[config.mk]
export PLATFORM = sky130hd
export DESIGN_NAME = uni_serializer_flat
export DESIGN_NICKNAME = d
export VERILOG_FILES = /design/src/rtl/uni_serializer_if.sv /design/src/rtl/uni_serializer.sv /design/src/flat_wrapper.sv
export SDC_FILE = /design/constraint.sdc
export NUM_CORES = 1
export LEC_CHECK = 0
export ABC_AREA = 1
export CAP_MARGIN = 40
export CELL_PAD_IN_SITES_DETAIL_PLACEMENT = 1
export CELL_PAD_IN_SITES_GLOBAL_PLACEMENT = 1
export CORE_UTILIZATION = 36
export CTS_BUF_LIST = sky130_fd_sc_hd__clkbuf_8
export DETAILED_ROUTE_END_ITERATION = 10
export PLACE_DENSITY = 0.79
export SLEW_MARGIN = 20
export SYNTH_ARGS = -nofsm -noshare
export SYNTH_HDL_FRONTEND = slang
export SYNTH_SLANG_ARGS = --single-unit
[constraint.sdc]
create_clock -name clk -period 1.65 [get_ports clk]
set_input_delay 0.495 -clock clk [delete_from_list [all_inputs] [get_ports clk]]
set_output_delay 0.495 -clock clk [all_outputs]
set_load 0.02 [all_outputs]
[src/rtl/uni_serializer_if.sv]
// Load/serial bundle between a parallel source, the serializer and the serial sink.
// Latency: n/a (wires only).
// Backpressure: load_valid/load_ready on the load side; sout_valid drops while hold is high.
interface uni_serializer_if #(
    parameter int WIDTH = 4
);
    logic [WIDTH-1:0] din;
    logic             load_valid;
    logic             load_ready;
    logic             dir;
    logic             hold;
    logic             clr;
    logic             sout;
    logic             sout_valid;
    logic             busy;
    logic             done;

    // Source/controller side: offers words and steers the shifter.
    modport master (
        output din, load_valid, dir, hold, clr,
        input  load_ready, sout, sout_valid, busy, done
    );

    // Serializer side.
    modport slave (
        input  din, load_valid, dir, hold, clr,
        output load_ready, sout, sout_valid, busy, done
    );
endinterface

[src/rtl/uni_serializer.sv]
// Parallel-in/serial-out transmitter, MSB- or LSB-first; optional even parity bit (UNI_SERIALIZER_PARITY_EN).
// Latency: first bit on sout the cycle after accept; done pulses in cycle WIDTH+1 (WIDTH+2 with parity).
// Backpressure: load_ready only in IDLE; hold freezes all shift state and drops sout_valid.
module uni_serializer #(
    parameter int WIDTH = 4
) (
    input  logic            clk,
    input  logic            rst,
    uni_serializer_if.slave bus
);
    localparam int CW = $clog2(WIDTH + 1);

    typedef enum logic [1:0] {S_IDLE, S_SHIFT, S_PARITY} state_t;

    state_t           state_q, state_d;
    logic [WIDTH-1:0] shreg_q, shreg_d;
    logic [CW-1:0]    cnt_q,   cnt_d;
    logic             dir_q,   dir_d;
    logic             sout_q,  sout_d;
    logic             done_q,  done_d;
`ifdef UNI_SERIALIZER_PARITY_EN
    logic             par_q,   par_d;
`endif
    logic             busy;

    // State register.
    always_ff @(posedge clk or negedge rst) begin
        if (!rst) begin
            state_q <= S_IDLE;
        end else begin
            state_q <= state_d;
        end
    end

    // Next state: clr aborts, hold freezes, otherwise advance on accept / last bit.
    always_comb begin
        state_d = state_q;
        if (bus.clr) begin
            state_d = S_IDLE;
        end else if (!bus.hold) begin
            case (state_q)
                S_IDLE:   if (bus.load_valid) state_d = S_SHIFT;
`ifdef UNI_SERIALIZER_PARITY_EN
                S_SHIFT:  if (cnt_q == CW'(1)) state_d = S_PARITY;
`else
                S_SHIFT:  if (cnt_q == CW'(1)) state_d = S_IDLE;
`endif
                S_PARITY: state_d = S_IDLE;
                default:  state_d = S_IDLE;
            endcase
        end
    end

    // Outputs decoded from the current state; sout_valid is live only while not stalled.
    always_comb begin
        busy           = (state_q != S_IDLE);
        bus.load_ready = rst && (state_q == S_IDLE);
        bus.busy       = busy;
        bus.sout_valid = busy && !bus.hold;
        bus.sout       = sout_q;
        bus.done       = done_q;
    end

    // Datapath next values: capture on accept, emit one bit per transfer edge.
    always_comb begin
        shreg_d = shreg_q;
        cnt_d   = cnt_q;
        dir_d   = dir_q;
        sout_d  = sout_q;
        done_d  = 1'b0;
`ifdef UNI_SERIALIZER_PARITY_EN
        par_d   = par_q;
`endif
        if (bus.clr) begin
            sout_d  = 1'b0;
            cnt_d   = '0;
            shreg_d = '0;
        end else if (!bus.hold) begin
            case (state_q)
                S_IDLE: begin
                    if (bus.load_valid) begin
                        dir_d = bus.dir;
                        cnt_d = CW'(WIDTH);
`ifdef UNI_SERIALIZER_PARITY_EN
                        par_d = ^bus.din;
`endif
                        if (bus.dir) begin
                            sout_d  = bus.din[0];
                            shreg_d = bus.din >> 1;
                        end else begin
                            sout_d  = bus.din[WIDTH-1];
                            shreg_d = bus.din << 1;
                        end
                    end
                end
                S_SHIFT: begin
                    if (cnt_q == CW'(1)) begin
                        cnt_d   = '0;
                        shreg_d = '0;
`ifdef UNI_SERIALIZER_PARITY_EN
                        sout_d  = par_q;
`else
                        sout_d  = 1'b0;
                        done_d  = 1'b1;
`endif
                    end else begin
                        cnt_d = cnt_q - CW'(1);
                        if (dir_q) begin
                            sout_d  = shreg_q[0];
                            shreg_d = shreg_q >> 1;
                        end else begin
                            sout_d  = shreg_q[WIDTH-1];
                            shreg_d = shreg_q << 1;
                        end
                    end
                end
                S_PARITY: begin
                    sout_d = 1'b0;
                    done_d = 1'b1;
                end
                default: begin
                    sout_d = 1'b0;
                end
            endcase
        end
    end

    // Datapath registers.
    always_ff @(posedge clk or negedge rst) begin
        if (!rst) begin
            shreg_q <= '0;
            cnt_q   <= '0;
            dir_q   <= 1'b0;
            sout_q  <= 1'b0;
            done_q  <= 1'b0;
`ifdef UNI_SERIALIZER_PARITY_EN
            par_q   <= 1'b0;
`endif
        end else begin
            shreg_q <= shreg_d;
            cnt_q   <= cnt_d;
            dir_q   <= dir_d;
            sout_q  <= sout_d;
            done_q  <= done_d;
`ifdef UNI_SERIALIZER_PARITY_EN
            par_q   <= par_d;
`endif
        end
    end
endmodule

[src/flat_wrapper.sv]
// flat-port wrapper written by rule: the top's interface ports become plain ports
module uni_serializer_flat 
#(
    parameter int WIDTH = 4
)
  (clk, rst, bus_din, bus_load_valid, bus_dir, bus_hold, bus_clr, bus_load_ready, bus_sout, bus_sout_valid, bus_busy, bus_done);
  uni_serializer_if #(.WIDTH(WIDTH)) bus_i ();
  input  logic clk;
  input  logic rst;
  input wire logic [$bits(bus_i.din)-1:0] bus_din;
  input wire logic [$bits(bus_i.load_valid)-1:0] bus_load_valid;
  input wire logic [$bits(bus_i.dir)-1:0] bus_dir;
  input wire logic [$bits(bus_i.hold)-1:0] bus_hold;
  input wire logic [$bits(bus_i.clr)-1:0] bus_clr;
  output wire logic [$bits(bus_i.load_ready)-1:0] bus_load_ready;
  output wire logic [$bits(bus_i.sout)-1:0] bus_sout;
  output wire logic [$bits(bus_i.sout_valid)-1:0] bus_sout_valid;
  output wire logic [$bits(bus_i.busy)-1:0] bus_busy;
  output wire logic [$bits(bus_i.done)-1:0] bus_done;
  assign bus_i.din = bus_din;
  assign bus_i.load_valid = bus_load_valid;
  assign bus_i.dir = bus_dir;
  assign bus_i.hold = bus_hold;
  assign bus_i.clr = bus_clr;
  assign bus_load_ready = bus_i.load_ready;
  assign bus_sout = bus_i.sout;
  assign bus_sout_valid = bus_i.sout_valid;
  assign bus_busy = bus_i.busy;
  assign bus_done = bus_i.done;
  uni_serializer #(.WIDTH(WIDTH)) u_core (.clk(clk), .rst(rst), .bus(bus_i));
endmodule
* Word-level counts from Yosys, hierarchy flattened
Cells that the tools add are included.
** Word-level totals
- Output and inout bits :: 5
- Word-level logic and storage cells :: 53
- Register bits after elaboration :: 12
- Input port bits :: 10
** Cells by class
- Reductions and logical operators :: 10
- Add/sub/neg operators :: 1
- Muxes and demuxes :: 28
- Eq/ne operators :: 6
- Bitwise operators :: 2
** Operators by type and width (count)
- $mux W4 :: 6
- $mux W3 :: 4
- $mux W1 :: 9
- $mux W2 :: 4
- $pmux W4 S2 :: 1
- $pmux W3 S2 :: 1
- $reduce_and A3 Y1 :: 2
- $pmux W1 S2 :: 2
- $pmux W2 S2 :: 1
- $reduce_and A4 Y1 :: 1
- $eq A3 B1 Y1 const B :: 1
- $ne A3 B2 Y1 const B :: 1
- $ne A3 B3 Y1 const B :: 1
- $reduce_bool A3 Y1 :: 1
- $sub A3 B1 Y3 const B :: 1
- $eq A2 B1 Y1 const B :: 1
- $eq A2 B2 Y1 const B :: 1
- $logic_and A1 B1 Y1 :: 2
- $logic_not A2 Y1 :: 1
- $ne A2 B1 Y1 const B :: 1
- $not A1 Y1 :: 2
- $reduce_and A2 Y1 :: 1
- $reduce_bool A2 Y1 :: 1
- $logic_not A1 Y1 :: 1

* Depth between registers and ports, before layout
Gate-level depths: netlist (run 1).
- Depth in word-level cells :: 5
- Depth in mapped cells :: 9
- Mapped depth without buffers :: 9

* Least setup slack after synthesis (run 1)
Ideal clock, no wire load.
- Kind :: register to output
- From :: reg u_core.state_q[0]
- To :: out bus_sout_valid
- Buffers on the path :: 0
- Path slack :: 0.224 ns
- Data arrival time :: 0.931 ns
- Stages on the path, launching flop included :: 3
- Required time :: 1.155 ns
- Path through :: dfrtp_1 inv_1 nor2_1
** Between the ends
- Longest elaborated chain between the ends :: 2
** Ends and longest elaborated chain
- start, declared :: RTL line uni_serializer.sv:15 : state_t state_q, state_d;
- start signal, assigned :: RTL line uni_serializer.sv:31 : state_q <= state_d;
- $reduce_bool A2 Y1 :: RTL line uni_serializer.sv:56 : busy = (state_q != S_IDLE);
- $logic_and A1 B1 Y1 :: RTL line uni_serializer.sv:59 : bus.sout_valid = busy && !bus.hold;
- end, declared :: RTL line flat_wrapper.sv:17 : output wire logic [$bits(bus_i.sout_valid)-1:0] bus_sout_valid;
No other way between the ends.

* Worst setup path after layout (run 1)
- From :: in rst
- To :: out bus_load_ready
** Between the ends
- Longest elaborated chain between the ends :: 1
** Ends and longest elaborated chain
- start, declared :: RTL line flat_wrapper.sv:9 : input logic rst;
- $logic_and A1 B1 Y1 :: RTL line uni_serializer.sv:57 : bus.load_ready = rst && (state_q == S_IDLE);
- end, declared :: RTL line flat_wrapper.sv:15 : output wire logic [$bits(bus_i.load_ready)-1:0] bus_load_ready;
No other way between the ends.

==> results.sh, run 1 <==
export IMPL_finalNonFillerCells=153
export IMPL_worst_setup_hold_path_clk_slew_ns=0.05
export IMPL_synthAdderAreaFrac_pct=3.53
export IMPL_path_cells="dlygate4sd2_1, inv_1, nor2_1, buf_4"
export IMPL_seq_area_um2=275
export IMPL_status="finished, final reports clean"
export IMPL_num_io_pins=15
export IMPL_routed_wl_mm=1.69
export IMPL_postRouteAntennaNets=0
export IMPL_cts_buffer_depth=2
export IMPL_powerDensity_nw_per_um2=883
export IMPL_clock_latency_ns=0.23
export IMPL_grt_usage_pct=19.9
export IMPL_cp_num_buf_inv=3
export IMPL_setup_violations_final=0
export IMPL_vias=697
export IMPL_seq_area_frac_synth_pct=38.8
export IMPL_period_needed_ns=1.50
export IMPL_crit_cells=4
export IMPL_muxShareOfSynthArea_pct=0
export IMPL_synth_xor_area_share_pct=0
export IMPL_antenna_found_initial=0
export IMPL_synth_seq_cells=11
export IMPL_die_w_um=46.4
export IMPL_slew_viol_final=0
export IMPL_clock_skew_ns=0.00329
export IMPL_yosys_warnings=0
export IMPL_diodes=0
export IMPL_yosys_area_top_type="dfrtp_1"
export IMPL_final_nets=141
export IMPL_syn_cell_area_um2=709
export IMPL_cts_buffers=3
export IMPL_grt_max_degree=12
export IMPL_fmax_mhz=665
export IMPL_initial_utilization_pct=39.8
export IMPL_peakVddDrop_uv=482
export IMPL_cp_required_ns=1.15
export IMPL_dieArea_um2=2150
export IMPL_timing_hold_ws_ns=0.344
export IMPL_tritoncts="built"
export IMPL_firstDrtPassIters=4
export IMPL_drive_above_1_share_pct=14.8
export IMPL_crit_type="in2out"
export IMPL_synth_area_leaders="dfrtp_1 39%, nand2_1 21%, inv_1 11%"
export IMPL_detail_route_wl_per_cell_um=11.1
export IMPL_cp_slowest_stage_delay_ns=0.23
export IMPL_drt_iter0_markers=12
export IMPL_grt_pass1_wl_mm=2.89
export IMPL_io_buffer_count=14
export IMPL_hold_path_class="in2async"
export IMPL_multi_input_area_um2=352
export IMPL_cts_setup_buffers=0
export IMPL_maxSlewHeadroom_pct=81.8
export IMPL_synth_top_family_by_area="simple AND/OR/NAND/NOR gates"
export IMPL_maxCapViolations=0
export IMPL_synth_area_per_cell_um2=6.82
export IMPL_cts_max_level=1
export IMPL_power_leakage_uw=0.000536
export IMPL_fin_crit_sh_pct=91.2
export IMPL_synth_top_area_share_pct=38.8
export IMPL_grt_ovfl_total=0
export IMPL_gp_congestion=0.734
export IMPL_fill_cells=241
export IMPL_crit_slowest_cell="dlygate4sd2_1"
export IMPL_syn_num_nets=116
export IMPL_critical_path_top_delay_family="buffers and inverters"
export IMPL_worst_pin_slew_ns=0.272
export IMPL_finalHoldViolCount=0
export IMPL_route_detailed_drc=0
export IMPL_viasPerCell=4.56
export IMPL_placed_cells=149
export IMPL_synth_compound_area_share_pct=7.94
export IMPL_start_kind="primary input"
export IMPL_dp_hpwl_mm=1.34
export IMPL_worstPathMaxFanout=2
export IMPL_grt_pass1_vias=689
export IMPL_worstSetupEndpointType="output pin"
export IMPL_coreArea_um2=1780
export IMPL_worstPathArrival_ns=1.01
export IMPL_rows=15
export IMPL_synth_simple_gate_area_share_pct=38.1
export IMPL_syn_inst=104
export IMPL_cts_root_buf="clkbuf_8"
export IMPL_hold_buffers=0
export IMPL_r2r_cells=9
export IMPL_fp_dieH_um=46.4
export IMPL_rsz0062_at_grt="no"
export IMPL_clock_sinks=11
export IMPL_synth_distinct_cells=18
export IMPL_area_delta_synth_final_pct=35.8
==> per-stage QoR <==
stage | setup WS (ns) | util [%] | power [uW] | area (um2) | setup TNS (ns)
4_1_cts | 0.138 | 54.0 | 864 | 963 | 0
6_report | 0.146 | 54.0 | 851 | 963 | 0
3_5_place_dp | -0.578 | 52.1 | 606 | 930 | -1.35
3_3_place_gp | -0.556 | 52.1 | 593 | 930 | -1.10
5_1_grt | 0.0935 | 54.0 | 909 | 963 | 0
2_1_floorplan | 0.224 | - | 488 | 709 | 0
==> state kept, by name, indices dropped and copies added, names as in the netlist <==
signal and count:
u_core.shreg_q 4, u_core.cnt_q 3, u_core.bus.done 1, u_core.bus.sout 1
u_core.dir_q 1, u_core.state_q 1
==> kinds of logic after synthesis <==
kind of cell	count (synthesis)
compound gates	10
fa+ha+maj	2
buf+inv	22
flops	11
simple gates	59
==> layout by cell type, fill, tap and decap left out, drive strengths merged <==
cell and count:
nand2 41, inv 22, dfrtp 11, buf 9, nor2 9, o21ai 8
nand3 7, clkdlybuf4s50 7, dlygate4sd2 5, clkbuf 3, ha 2, nor3 1
o211ai 1, or2 1, a21oi 1
==> path summary, 6_finish.rpt <==
| kind | from | endpoint | slack [ns] |
|---|---|---|---|
| worst min register to register | u_core.bus.sout | u_core.bus.sout | 0.49 |
| min in group clk | u_core.bus.sout | u_core.bus.sout | 0.49 |
| max in group asynchronous | rst | u_core.shreg_q[3] | 1.15 |
| worst max register to register | u_core.cnt_q[1] | u_core.bus.sout | 0.31 |
| worst max-delay path | rst | bus_load_ready | 0.15 |
| worst min-delay path | rst | u_core.shreg_q[2] | 0.34 |
==> power by group <==
group	internal, uW	leakage (uW)	total [uW]	switching, uW
Combinational	106	0.000363	250	144
Clock	163	0.0000269	261	98.3
Sequential	304	0.000146	339	35.8
Total	572	0.000536	851	278
==> Yosys cell counts (all sizes together) <==
cell	count
dfrtp	11
clkbuf	1
o211ai	1
o21ai	8
nand3	7
a21oi	1
ha	2
inv	21
or2	1
nor3	1
nand2	41
nor2	9
==> final cells by class <==
type	count	area share [%]
timing repair buffer	21	18.8
sequential	11	28.6
tap	25	3.25
clock inverter	1	0.390
multi-input combinational	71	36.5
inverter	21	8.18
clock buffer	3	4.29
==> what timing repair did <==
| item | CTS | global route |
|---|---|---|
| resized for setup | 15 | 0 |
| endpoints found under the hold margin | 0 | 0 |
| setup endpoints to repair | 5 | 0 |
==> layer usage <==
| metal | wire length, um | GRT usage (%) | up-vias |
|---|---|---|---|
| met5 | 0 | 0 | - |
| met4 | 27 | 14.1 | 0 |
| met3 | 35 | 3.53 | 2 |
| met2 | 834 | 30.3 | 11 |
| met1 | 794 | 25.0 | 323 |
| li1 | - | - | 361 |
==> worst reg2reg max path, cell delays in order, from the launching register on <==
cell     delay [ns]
dfrtp_1        0.36
inv_1          0.10
ha_1           0.18
inv_1          0.06
nor2_2         0.23
nor2_8         0.07
nand2_1        0.07
nand2_1        0.06
nand2_1        0.06
nand2_1        0.05
(Power assumes the default switching activity.)
==> inputs of run 2 (changes only) <==
- CORE_UTILIZATION: 36 -> 35
- PLACE_DENSITY: 0.79 -> 0.77
- SLEW_MARGIN: 20 -> default
==> results.sh, run 2 (synthesized netlist as in run 1, its figures left out) <==
export IMPL_status="finished, final reports clean"
export IMPL_grt_pass1_wl_mm=2.99
export IMPL_p_sw_uw=283
export IMPL_cp_num_buf_inv=1
export IMPL_layout_commonest_cell="nand2_1"
export IMPL_drive_above_1_share_pct=14.8
export IMPL_io_buffer_count=14
export IMPL_clock_sinks=11
export IMPL_fmax_mhz=660
export IMPL_antenna_found_initial=0
export IMPL_crit_cells=1
export IMPL_cp_required_ns=1.15
export IMPL_r2r_cells=9
export IMPL_crit_type="reg2out"
export IMPL_power_leakage_uw=0.000536
export IMPL_fp_dieH_um=47.0
export IMPL_critical_path_top_delay_family="flip-flops"
export IMPL_die_w_um=47.0
export IMPL_clock_latency_ns=0.24
export IMPL_most_common_layout_cells="39 x nand2_1, 21 x inv_1, 11 x dfrtp_1, 9 x buf_4"
export IMPL_hold_path_class="in2async"
export IMPL_grt_usage_pct=19.9
export IMPL_gp_congestion=0.736
export IMPL_finalHoldViolCount=0
export IMPL_grt_pass1_vias=707
export IMPL_cts_max_level=1
export IMPL_cts_buffers=3
export IMPL_diodes=0
export IMPL_num_io_pins=15
export IMPL_rows=15
export IMPL_largest_register_ffs=4
export IMPL_routed_wl_mm=1.79
export IMPL_setup_tns_ns=0
export IMPL_pwr_share_comb_pct=29.1
export IMPL_clockPowerShare_pct=31.3
export IMPL_cts_setup_buffers=0
export IMPL_drt_iter0_markers=5
export IMPL_cts_buffer_depth=2
export IMPL_multi_input_area_um2=352
export IMPL_power_uw=855
export IMPL_worstPathMaxFanout=5
export IMPL_worst_setup_hold_path_clk_slew_ns=0.06
export IMPL_grt_ovfl_total=0
export IMPL_detail_route_wl_per_cell_um=11.7
export IMPL_hold_buffers=0
export IMPL_peakVddDrop_uv=526
export IMPL_seq_area_um2=275
export IMPL_firstDrtPassIters=2
export IMPL_maxSlewHeadroom_pct=83.0
export IMPL_fin_crit_sh_pct=91.9
export IMPL_worst_pin_slew_ns=0.255
export IMPL_setup_violations_final=0
export IMPL_p_sw_share_pct=33.1
export IMPL_area_delta_synth_final_pct=35.8
export IMPL_top_register="u_core.shreg_q"
export IMPL_final_nets=141
export IMPL_dieArea_um2=2210
export IMPL_viasPerCell=4.59
export IMPL_reg_top3="u_core.shreg_q x4, u_core.cnt_q x3"
export IMPL_placed_cells=149
export IMPL_tritoncts="built"
export IMPL_route_detailed_drc=0
export IMPL_utilization_pct=52.9
export IMPL_postRouteAntennaNets=0
export IMPL_cp_slowest_stage_delay_ns=0.42
export IMPL_worstSetupEndpointType="output pin"
export IMPL_crit_slowest_cell="dfrtp_1"
export IMPL_maxCapViolations=0
export IMPL_cts_root_buf="clkbuf_8"
export IMPL_powerDensity_nw_per_um2=888
export IMPL_grt_max_degree=12
export IMPL_initial_utilization_pct=39.0
export IMPL_ctsResizeCount=15
export IMPL_path_cells="dlygate4sd2_1"
export IMPL_finalNonFillerCells=153
export IMPL_fill_cells=264
export IMPL_slew_viol_final=0
export IMPL_start_kind="register"
export IMPL_dp_hpwl_mm=1.44
export IMPL_coreArea_um2=1820
export IMPL_rsz0062_at_grt="no"
export IMPL_period_needed_ns=1.52
export IMPL_p_seq_share_pct=39.5
export IMPL_worstPathArrival_ns=1.02
export IMPL_p_int_uw=572
export IMPL_vias=703
export IMPL_clock_skew_ns=0.00938
run 2: cell counts in the layout (fill, tap and decap cells not counted):
Identical to the previous run, type by type.
run 2: path summary, 6_finish.rpt:
path	startpoint	to	slack [ns]
setup / recovery	u_core.state_q[0]	bus_busy	0.13
hold / removal	rst	u_core.state_q[0]	0.32
setup reg to reg	u_core.cnt_q[1]	u_core.shreg_q[3]	0.35
hold reg to reg	u_core.bus.sout	u_core.bus.sout	0.47
max in group asynchronous	rst	u_core.cnt_q[0]	1.17
min in group clk	u_core.bus.sout	u_core.bus.sout	0.47
run 2: power by group through the flow:
stage,Clock [uW],Combinational (uW),Sequential (uW)
floorplan,0,148,341
global placement,0,251,341
detailed placement,0,261,344
CTS,277,254,339
global route,286,281,345
finish,268,249,338
run 2: layout make-up:
| class | instances | area share, % |
|---|---|---|
| multi-input combinational | 71 | 36.5 |
| sequential | 11 | 28.6 |
| timing repair buffer | 21 | 18.8 |
| inverter | 21 | 8.18 |
| clock buffer | 3 | 4.29 |
| tap | 25 | 3.25 |
| clock inverter | 1 | 0.390 |
run 2: routing by layer:
layer | vias to the layer above | GRT usage (%) | part of all wire, %
met1 | 333 | 23.8 | 44
met5 | - | 0 | 0
met3 | 2 | 2.31 | 1.3
li1 | 359 | - | -
met4 | 0 | 8.57 | 1.1
met2 | 9 | 35.6 | 54
run 2: through the flow:
step,setup WS [ns],area (um2),hold slack (ns)
2_1_floorplan,0.224,709,0.199
3_3_place_gp,-0.521,930,0.466
3_5_place_dp,-0.539,930,0.479
4_1_cts,0.127,963,0.319
5_1_grt,0.101,963,0.356
6_report,0.134,963,0.318
